==> config.mk <==
export PLATFORM = sky130hd
export DESIGN_NAME = config_sequencer
export DESIGN_NICKNAME = d
export VERILOG_FILES = /design/src/rtl/config_sequencer.sv
export SDC_FILE = /design/constraint.sdc
export NUM_CORES = 1
export LEC_CHECK = 0
export BUFFER_PORTS_ARGS = -buffer_cell sky130_fd_sc_hd__buf_2
export CORE_MARGIN = 10
export CORE_UTILIZATION = 30
export DETAILED_ROUTE_END_ITERATION = 10
export GPL_ROUTABILITY_DRIVEN = 0
export PLACE_DENSITY_LB_ADDON = 0.12
export REMOVE_ABC_BUFFERS = 1
export SETUP_SLACK_MARGIN = 0.5
export SKIP_LAST_GASP = 1
export SLEW_MARGIN = 30
export SYNTH_ARGS = -nofsm -noshare
export SYNTH_HDL_FRONTEND = slang
export SYNTH_SLANG_ARGS = --single-unit
export TNS_END_PERCENT = 5
==> constraint.sdc <==
create_clock -name clk -period 2.45 [get_ports clk]
set_input_delay 0.3675 -clock clk [delete_from_list [all_inputs] [get_ports clk]]
set_output_delay 0.3675 -clock clk [all_outputs]
set_load 0.05 [all_outputs]
==> src/rtl/config_sequencer.sv <==
`default_nettype none
// ============================================================================
// Module  : config_sequencer
// Brief   : Buffers (addr, data) config words and broadcasts each one on the
//           tile config bus for HOLD_CYCLES, then idles the bus for GAP_CYCLES.
// Revision: 1.0 - initial release
// ============================================================================
module config_sequencer #(
    parameter int          FIFO_DEPTH  = 4,
    parameter int          HOLD_CYCLES = 1,
    parameter int          GAP_CYCLES  = 1,
    parameter logic [31:0] IDLE_ADDR   = 32'hFFFF_FFFF
) (
    input  logic        clk,
    input  logic        reset,
    input  logic [31:0] in_addr,
    input  logic [31:0] in_data,
    input  logic        in_last,
    input  logic        in_valid,
    output logic        in_ready,
    output logic [31:0] config_addr,
    output logic [31:0] config_data,
    output logic        config_strobe,
    output logic        busy,
    output logic        done,
    output logic [15:0] word_count
);

    localparam int c_aw  = $clog2(FIFO_DEPTH);
    localparam int c_max = (HOLD_CYCLES > GAP_CYCLES) ? HOLD_CYCLES : GAP_CYCLES;
    localparam int c_cw  = (c_max > 1) ? $clog2(c_max) : 1;
    localparam logic [c_aw:0]   c_depth     = (c_aw + 1)'(FIFO_DEPTH);
    localparam logic [c_cw-1:0] c_hold_init = c_cw'(HOLD_CYCLES - 1);
    localparam logic [c_cw-1:0] c_gap_init  = c_cw'((GAP_CYCLES > 0) ? GAP_CYCLES - 1 : 0);

    typedef enum logic [1:0] {
        S_IDLE = 2'd0,
        S_HOLD = 2'd1,
        S_GAP  = 2'd2
    } state_t;

    logic [64:0]     r_mem [FIFO_DEPTH];
    logic [c_aw-1:0] r_wr_ptr;
    logic [c_aw-1:0] r_rd_ptr;
    logic [c_aw:0]   r_count;
    state_t          r_state;
    logic [c_cw-1:0] r_cnt;
    logic            r_cur_last;

    logic        w_full;
    logic        w_empty;
    logic        w_push;
    logic        w_pop;
    logic        w_word_end;
    logic        w_slot_free;
    logic [64:0] w_head;

    assign w_full   = (r_count == c_depth);
    assign w_empty  = (r_count == '0);
    assign w_push   = in_valid && !w_full;
    assign w_head   = r_mem[r_rd_ptr];
    assign in_ready = !w_full;
    assign busy     = !w_empty || (r_state != S_IDLE);

    // A word's slot ends on the last hold cycle (no gap) or the last gap cycle.
    assign w_word_end  = ((r_state == S_HOLD) && (r_cnt == '0) && (GAP_CYCLES == 0))
                      || ((r_state == S_GAP)  && (r_cnt == '0));
    assign w_slot_free = (r_state == S_IDLE) || w_word_end;
    assign w_pop       = w_slot_free && !w_empty;

    always_ff @(posedge clk) begin
        if (w_push) begin
            r_mem[r_wr_ptr] <= {in_last, in_addr, in_data};
        end
    end

    always_ff @(posedge clk or negedge reset) begin
        if (!reset) begin
            r_wr_ptr <= '0;
            r_rd_ptr <= '0;
            r_count  <= '0;
        end else begin
            if (w_push) begin
                r_wr_ptr <= r_wr_ptr + 1'b1;
            end
            if (w_pop) begin
                r_rd_ptr <= r_rd_ptr + 1'b1;
            end
            case ({w_push, w_pop})
                2'b10:   r_count <= r_count + 1'b1;
                2'b01:   r_count <= r_count - 1'b1;
                default: r_count <= r_count;
            endcase
        end
    end

    always_ff @(posedge clk or negedge reset) begin
        if (!reset) begin
            r_state       <= S_IDLE;
            r_cnt         <= '0;
            r_cur_last    <= 1'b0;
            config_addr   <= IDLE_ADDR;
            config_data   <= '0;
            config_strobe <= 1'b0;
            done          <= 1'b0;
            word_count    <= '0;
        end else begin
            done <= w_word_end && r_cur_last;
            if (w_pop) begin
                r_state       <= S_HOLD;
                r_cnt         <= c_hold_init;
                r_cur_last    <= w_head[64];
                config_addr   <= w_head[63:32];
                config_data   <= w_head[31:0];
                config_strobe <= 1'b1;
                // The word after a last-flagged word opens a new bitstream.
                if (r_cur_last) begin
                    word_count <= 16'd1;
                end else if (word_count != 16'hFFFF) begin
                    word_count <= word_count + 16'd1;
                end
            end else if (w_slot_free) begin
                r_state       <= S_IDLE;
                config_addr   <= IDLE_ADDR;
                config_data   <= '0;
                config_strobe <= 1'b0;
            end else if (r_cnt != '0) begin
                r_cnt <= r_cnt - 1'b1;
            end else begin
                r_state       <= S_GAP;
                r_cnt         <= c_gap_init;
                config_addr   <= IDLE_ADDR;
                config_data   <= '0;
                config_strobe <= 1'b0;
            end
        end
    end

endmodule
`default_nettype wire
==> summary.txt, run 1 <==
Final layout
  – Final net count: about 900
  – Register Area: 0.01014 mm²
  – Layout cell share with drive strength beyond 1: 42.27%
  – Layout area overhead: 24.07%
  – Fill count: between 4000 and 5000
  – Area of the multi-input gates: around 0.0028 mm²
  – Design area: 0.01616 mm²

Route
  – Drt drc: 0
  – Final WL: about 31000 µm
  – Antenna-violating nets left: 0
  – Drt initial violations: 430
  – Via count: 6671
  – First-pass iteration count of the detailed router: 5
  – Vias per inst: around 4.6
  – DR WL/cell: 21.82 µm

Synth
  – Post-Synth Adder-Cell Area: 0.7301%
  – Share of the synthesized area in the top cell type: 59.95%
  – Post-synthesis area per instance: 20.41 µm²
  – Mapped Cells: 638
  – Largest family of logic cells by synthesized area: multiplexers
  – Top cells by area, synth: edfxtp_1 60%, dfrtp_1 11%, mux4_2 11%
  – Most frequent cell after synthesis: edfxtp_1
  – Total of warnings raised by yosys: 0
  – FFs w/ async S/R, synth: 25.93%
  – Synth Area in Compound Gates: under 10%
  – Synth Area in Simple Gates: 6.341%
  – Number of synthesized flops with an enable pin: 260
  – Netlist cell types: 52
  – Synth Flop Type: edfxtp_1
  – Post-synth top area cell: edfxtp_1
  – Commonest cells post-synth: 260 x edfxtp_1, 65 x mux4_2, 59 x dfrtp_1
  – Post-synthesis register bit count: about 350
  – Mapped Area: 0.01302 mm²
  – Seq/Total Area, Yosys: between 70% and 80%
  – Post-synthesis mux area share: 11.50%
  – Post-Synth XOR/XNOR Area: less than 1%

Clock tree
  – Clock buffer depth: 3
  – Root Driver: clkbuf_16
  – H-tree depth: 2
  – Inserted Clock Buffers: 39
  – CTS tree: yes
  – CTS clk-pin slew, worst paths: 0.06 ns
  – Clock Latency Late Sink: 0.55 ns
  – # clock sinks: roughly 350

Timing
  – RSZ-0062 raised after global routing: true
  – Clk_skew: ~0.017 ns
  – Final setup viols: 0
  – Final Hold Viols: 0
  – Minimum clock period: 1.974 ns
  – Max-slew violations: 0
  – Slew @ Worst Pin: 0.6288 ns
  – Setup WS post-layout: 0.4765 ns
  – Fmax achieved: 0.5067 GHz
  – Rel. slew slack: 58.08%
  – Tcrit/Tclk final: around 81%

Min path
  – Hold crit path type: input port to flop

Setup path
  – Crit path from: r_count[0]
  – Crit-path max cell delay: 0.42 ns
  – CP Launch Type: flop
  – Worst reg2reg startpoint: r_count[0]
  – Most common cell on crit path: xor2_1
  – Worst R2R End: r_count[2]
  – Endpoint of the worst setup timing path: r_count[2]
  – Reg2reg setup slack: roughly 0.48 ns
  – Worst R2R Path Depth: 10
  – Element type at the critical path end: flop
  – Crit-path cells: nor3_4, buf_6, or2_4, inv_4, ha_4, inv_1, fa_2, xor2_1, nor2_1, xor2_1
  – Critical path class: flop to flop
  – Critical path's slowest cell: dfrtp_2
  – CP required: 2.91 ns
  – CP arrival: 2.43 ns
  – CP Max Fanout: 3

Global route
  – Initial antenna violation count: 8
  – Gr usage total: 12.05%
  – GRT overflow: 0
  – Vias in the first global route: 7250
  – First-pass GRT wire length: 47380 µm
  – Largest net degree at the start of global routing: 92

Flow run
  – MaxCap Viol Count: 0

Floorplanning
  – Die X: 228.4 µm
  – Die height: 228.4 µm
  – Overall die area: 0.05215 mm²
  – Core area: approximately 0.043 mm²
  – IO Count: 152
  – Initial core utilization: 30.30%
  – Num rows: 76

Power and ir drop
  – Peak supply drop: 0.6748 mV
  – Pwr/cell area: 1327 mW/mm²
  – Pleak: between 5 and 6 nW

Status
  – Status: finished clean

Placement
  – Port Buffers: between 150 and 200
  – Post-DP Area: 0.01469 mm²
  – Post-DP HPWL: 18430 µm
  – Place WS: between 0.2 and 0.3 ns
==> worst min path at each step <==
stage                      to         from  cells after the start  slack, ns
2_1_floorplan  config_data[0]        reset                      0       0.07
3_3_place_gp             done   r_state[1]                      2       0.50
3_5_place_dp             done   r_state[1]                      2       0.51
4_1_cts           r_mem[0][9]   in_data[9]                      1      0.003
5_1_grt           r_mem[3][9]   in_data[9]                      1       0.01
6_report         r_mem[0][44]  in_addr[12]                      1       0.04
==> critical path: cells and delay by family (launching register included) <==
kind,cells,cell delay (ns)
buffers and inverters,3,0.25
flip-flops,1,0.42
adder cells (fa/ha/maj),2,0.45
XOR/XNOR,2,0.31
AND/OR/NAND/NOR,3,0.46
==> placed cells by master (no fill, tap or decap), types with 5 or more instances in the layout <==
| cell | instances |
|---|---|
| clkbuf_1 | 7 |
| a21oi_1 | 5 |
| inv_1 | 5 |
| buf_12 | 13 |
| nor4_1 | 5 |
| buf_2 | 149 |
| clkbuf_16 | 41 |
| nand3_1 | 10 |
| nand4_1 | 5 |
| o211ai_1 | 5 |
| or3_1 | 33 |
| clkbuf_8 | 8 |
| mux4_2 | 65 |
| dfrtp_1 | 54 |
| clkinv_2 | 6 |
| nand2_1 | 14 |
| dfstp_2 | 32 |
| edfxtp_1 | 260 |
| ha_1 | 5 |
| and2_1 | 32 |
| clkinv_1 | 5 |
| buf_4 | 10 |
==> sequential cells by signal, indices dropped and copies added, names as in the netlist, 2 cells and up <==
| signal | flops |
|---|---|
| r_count | 3 |
| r_wr_ptr | 2 |
| config_data | 32 |
| r_mem | 260 |
| r_state | 2 |
| r_rd_ptr | 2 |
| word_count | 16 |
| config_addr | 32 |
==> power by group <==
group	leakage (nW)	internal, mW	switching [mW]	total [mW]
Combinational	1.77	2.57	4.29	6.85
Clock	0.645	3.60	2.29	5.89
Sequential	3.48	8.07	0.625	8.69
Total	5.89	14.2	7.20	21.4
==> final cells by class <==
cell class	instances	area share, %
antenna	2	0.03097
inverter	8	0.2013
clock inverter	15	0.9059
clock buffer	56	7.193
timing repair buffer	179	7.294
tap	585	4.530
multi-input combinational	245	17.12
sequential	351	62.73
==> logic make-up after synthesis <==
logic type / after synthesis
XOR/XNOR: 6
adder cells (fa/ha/maj): 7
multiplexers: 68
AO/OA/AOI/OAI: 33
flip-flops: 351
buffers and inverters: 42
AND/OR/NAND/NOR: 131
==> timing repair <==
item,in CTS,in global routing
pin swaps,4,3
endpoints found under the setup margin,6,8
setup buffers,2,3
endpoints found under the hold margin,63,0
gates resized for setup,16,5
hold buffers,2,0
gates cloned,1,0
==> routing by layer <==
metal	vias up	GRT usage, %	share of wire (%)
met3	55	3.413	6.1
met5	-	0	0.26
li1	2920	-	-
met4	12	3.958	2.0
met2	179	19.83	49
met1	3505	15.06	42
==> metrics by stage <==
stage                     power, mW  utilization (%)  TNS [ns]  hold slack [ns]  std cells
final                         21.44            37.60         0          0.03785       1441
after global routing          22.59            37.58         0          0.01269       1439
after CTS                     21.85            37.49         0         0.002762       1436
after detailed placement      15.62            34.17         0           0.5056       1360
after global placement        15.52            34.17         0           0.5045       1360
after floorplan               13.32                -   -220.28          0.07191        604
(Power assumes the default switching activity.)
==> inputs of run 2 (changes only) <==
==> constraint.sdc (replaced) <==
create_clock -name clk -period 1.96 [get_ports clk]
set_input_delay 0.294 -clock clk [delete_from_list [all_inputs] [get_ports clk]]
set_output_delay 0.294 -clock clk [all_outputs]
set_load 0.05 [all_outputs]
==> run 2 against run 1 <==
  * Clock skew fell by 0.0074 ns
  * Fmax rose by 3.9%
  * Worst hold slack improved by 0.23 ns
  * Count of clock-buffer cells in the layout rose by 1
  * Largest cell class unchanged
==> summary.txt, run 2 (synthesis gave the netlist of run 1 again) <==
Floorplanning
  – Initial core utilization: 30.30% (unchanged)
  – Overall die area: 0.05215 mm² (unchanged)
  – Die X: 228.4 µm (unchanged)
  – IO Count: 152 (unchanged)
  – Core area: 0.04298 mm² (unchanged)
  – Num rows: 76 (unchanged)
  – Die height: 228.4 µm (unchanged)

Timing
  – RSZ-0062 raised after global routing: true
  – Minimum clock period: 1.899 ns (-0.07474 ns)
  – Fmax achieved: 0.5267 GHz (+3.9%)
  – Tcrit/Tclk final: 96.88% (+16 points)
  – Rel. slew slack: 57.31% (-0.76 points)
  – Final setup viols: 0 (unchanged)
  – Max-slew violations: 0 (unchanged)
  – Final Hold Viols: 0 (unchanged)
  – Clk_skew: 0.009233 ns (-0.007377 ns)
  – Slew @ Worst Pin: 0.6403 ns (+0.01147 ns)

Global route
  – First-pass GRT wire length: 52330 µm (+10%)
  – Largest net degree at the start of global routing: 35 (-62%)
  – GRT overflow: 0 (unchanged)
  – Gr usage total: 13.35% (+1.3 points)
  – Vias in the first global route: 7965 (+9.9%)
  – Initial antenna violation count: 5 (-3)

Setup path
  – Critical path class: flop to flop
  – Crit-path cells: nor3_4, buf_6, or2_4, inv_8, ha_4, inv_2, fa_2, xor2_1, nor2_1, xor2_1
  – Element type at the critical path end: flop
  – CP arrival: 2.36 ns (-0.07 ns)
  – Critical path's slowest cell: dfrtp_1
  – Most common cell on crit path: xor2_1
  – CP Max Fanout: 3 (unchanged)
  – CP Launch Type: flop
  – Reg2reg setup slack: 0.06 ns (-0.42 ns)
  – CP required: 2.43 ns (-0.48 ns)
  – Crit-path max cell delay: 0.42 ns (about the same)

Clock tree
  – CTS clk-pin slew, worst paths: 0.06 ns (about the same)
  – Root Driver: clkbuf_16
  – H-tree depth: 2 (unchanged)
  – Inserted Clock Buffers: 41 (+5.1%)
  – CTS tree: yes
  – Clock Latency Late Sink: 0.55 ns (about the same)
  – Clock buffer depth: 3 (unchanged)
  – # clock sinks: 351 (unchanged)

Route
  – DR WL/cell: 22.40 µm (+2.7%)
  – Final WL: 34940 µm (+11%)
  – Drt initial violations: 387 (-10%)
  – Drt drc: 0 (unchanged)
  – Vias per inst: 4.585 (-0.95%)
  – Via count: 7153 (+7.2%)
  – Antenna-violating nets left: 0 (unchanged)
  – First-pass iteration count of the detailed router: 4 (-1)

Final layout
  – Final net count: 1013 (+13%)
  – Register with the most flip-flops: r_mem
  – Final Non-Filler Cells: 1560 (+8.3%)
  – Biggest regs: r_mem (260), config_addr (32), config_data (32)
  – Most common cell after layout, fill and taps aside: edfxtp_1
  – Layout Utilization: 41.51% (+3.9 points)
  – Commonest non-fill, non-tap cells in the layout: 260 x edfxtp_1, 147 x buf_2, 66 x dlygate4sd3_1
  – Layout area overhead: 37.00%
  – Number of flip-flops in the largest register: 260 (unchanged)
  – Layout cell share with drive strength beyond 1: 46.45% (+4.2 points)

Power and ir drop
  – Gate power share: 37.6% (+5.6 points)
  – Final Power: 29.89 mW (+39%)
  – Switching power total: 9.924 mW (+38%)
  – Pwr/cell area: 1675 mW/mm² (+26%)
  – Reg power frac: 36.1% (-4.4 points)
  – Peak supply drop: 0.7289 mV (+8.0%)
  – P_int: 19.97 mW (+40%)
  – Clk pwr share: 26.3% (-1.2 points)
  – Pleak: 6.681 nW (+13%)
  – Sw frac: 33.20% (-0.40 points)

Min path
  – Hold crit path type: input port to flop

Placement
  – Placed Cells: 1381 (+1.5%)
  – Port Buffers: 151 (unchanged)
  – Post-DP HPWL: 19900 µm (+7.9%)

Status
  – Status: finished clean

Flow run
  – MaxCap Viol Count: 0 (unchanged)
==> run 2: changes by cell type in the layout (fill, tap and decap cells not counted), moves of 3 or more <==
cell / previous run / this run
and2_4: 1 / 17
clkbuf_16: 41 / 44
dlygate4sd3_1: 2 / 66
buf_8: 0 / 4
buf_16: 0 / 7
buf_12: 13 / 25
and2_1: 32 / 16
buf_4: 10 / 33
==> run 2: area by class of cell <==
cell class,count,area [µm²]
fill,3899,25140
inverter,8,37.54
timing repair buffer,291,2576
sequential,351,10140
clock inverter,19,201.4
multi-input combinational,245,2928
tap,585,732.0
antenna,4,10.01
clock buffer,57,1219
==> run 2: stage by stage <==
step | setup TNS, ns | setup slack (ns) | hold WS, ns | area [µm²]
6_report | 0 | 0.06122 | 0.2719 | 17840
2_1_floorplan | -385.00 | -1.708 | -0.001591 | 12860
4_1_cts | 0 | 0.03290 | 0.2228 | 17620
5_1_grt | -0.02817 | -0.02817 | 0.2857 | 17840
3_5_place_dp | -0.003121 | -0.003121 | 0.3879 | 14910
3_3_place_gp | 0 | 0.06254 | 0.3746 | 14910
==> run 2: worst max-delay path, delay by kind of cell, from the launching register on <==
kind / cells / cell delay (ns)
buf+inv: 3 / 0.20
flops: 1 / 0.42
xor+xnor: 2 / 0.31
fa+ha+maj: 2 / 0.45
simple gates: 3 / 0.43
==> run 2: what timing repair did <==
item,CTS,global route
setup buffers,19,5
cloned,8,1
pin swaps,10,11
endpoints found under the hold margin,272,0
hold buffers,66,0
setup endpoints to repair,420,426
gates resized for setup,58,43
==> run 2: per-layer routing <==
metal	vias to the layer above	wire [µm]	GRT usage, %	share of wire [%]
met3	47	1664	3.376	4.8
li1	3166	-	-	-
met5	-	14	0	0.040
met4	4	678	4.249	1.9
met2	169	17350	21.90	50
met1	3767	15230	17.04	44
==> run 2: path summary, 6_finish.rpt <==
path / from / end / cells after the start
max: r_count[0] / r_count[2] / 10
min reg2reg: r_state[1] / done / 2
max in group asynchronous: reset / config_addr[30] / 3
max reg2reg: r_count[0] / r_count[2] / 10
min: in_valid / r_wr_ptr[0] / 4
min in group asynchronous: reset / config_data[18] / 2
==> run 2: power groups by stage <==
stage	sequential [mW]	combinational (mW)	clock [mW]
floorplan	13.2	3.23	0
global placement	10.9	8.91	0
detailed placement	11.0	8.98	0
CTS	10.8	11.1	8.14
global route	10.9	12.0	8.45
finish	10.8	11.2	7.86
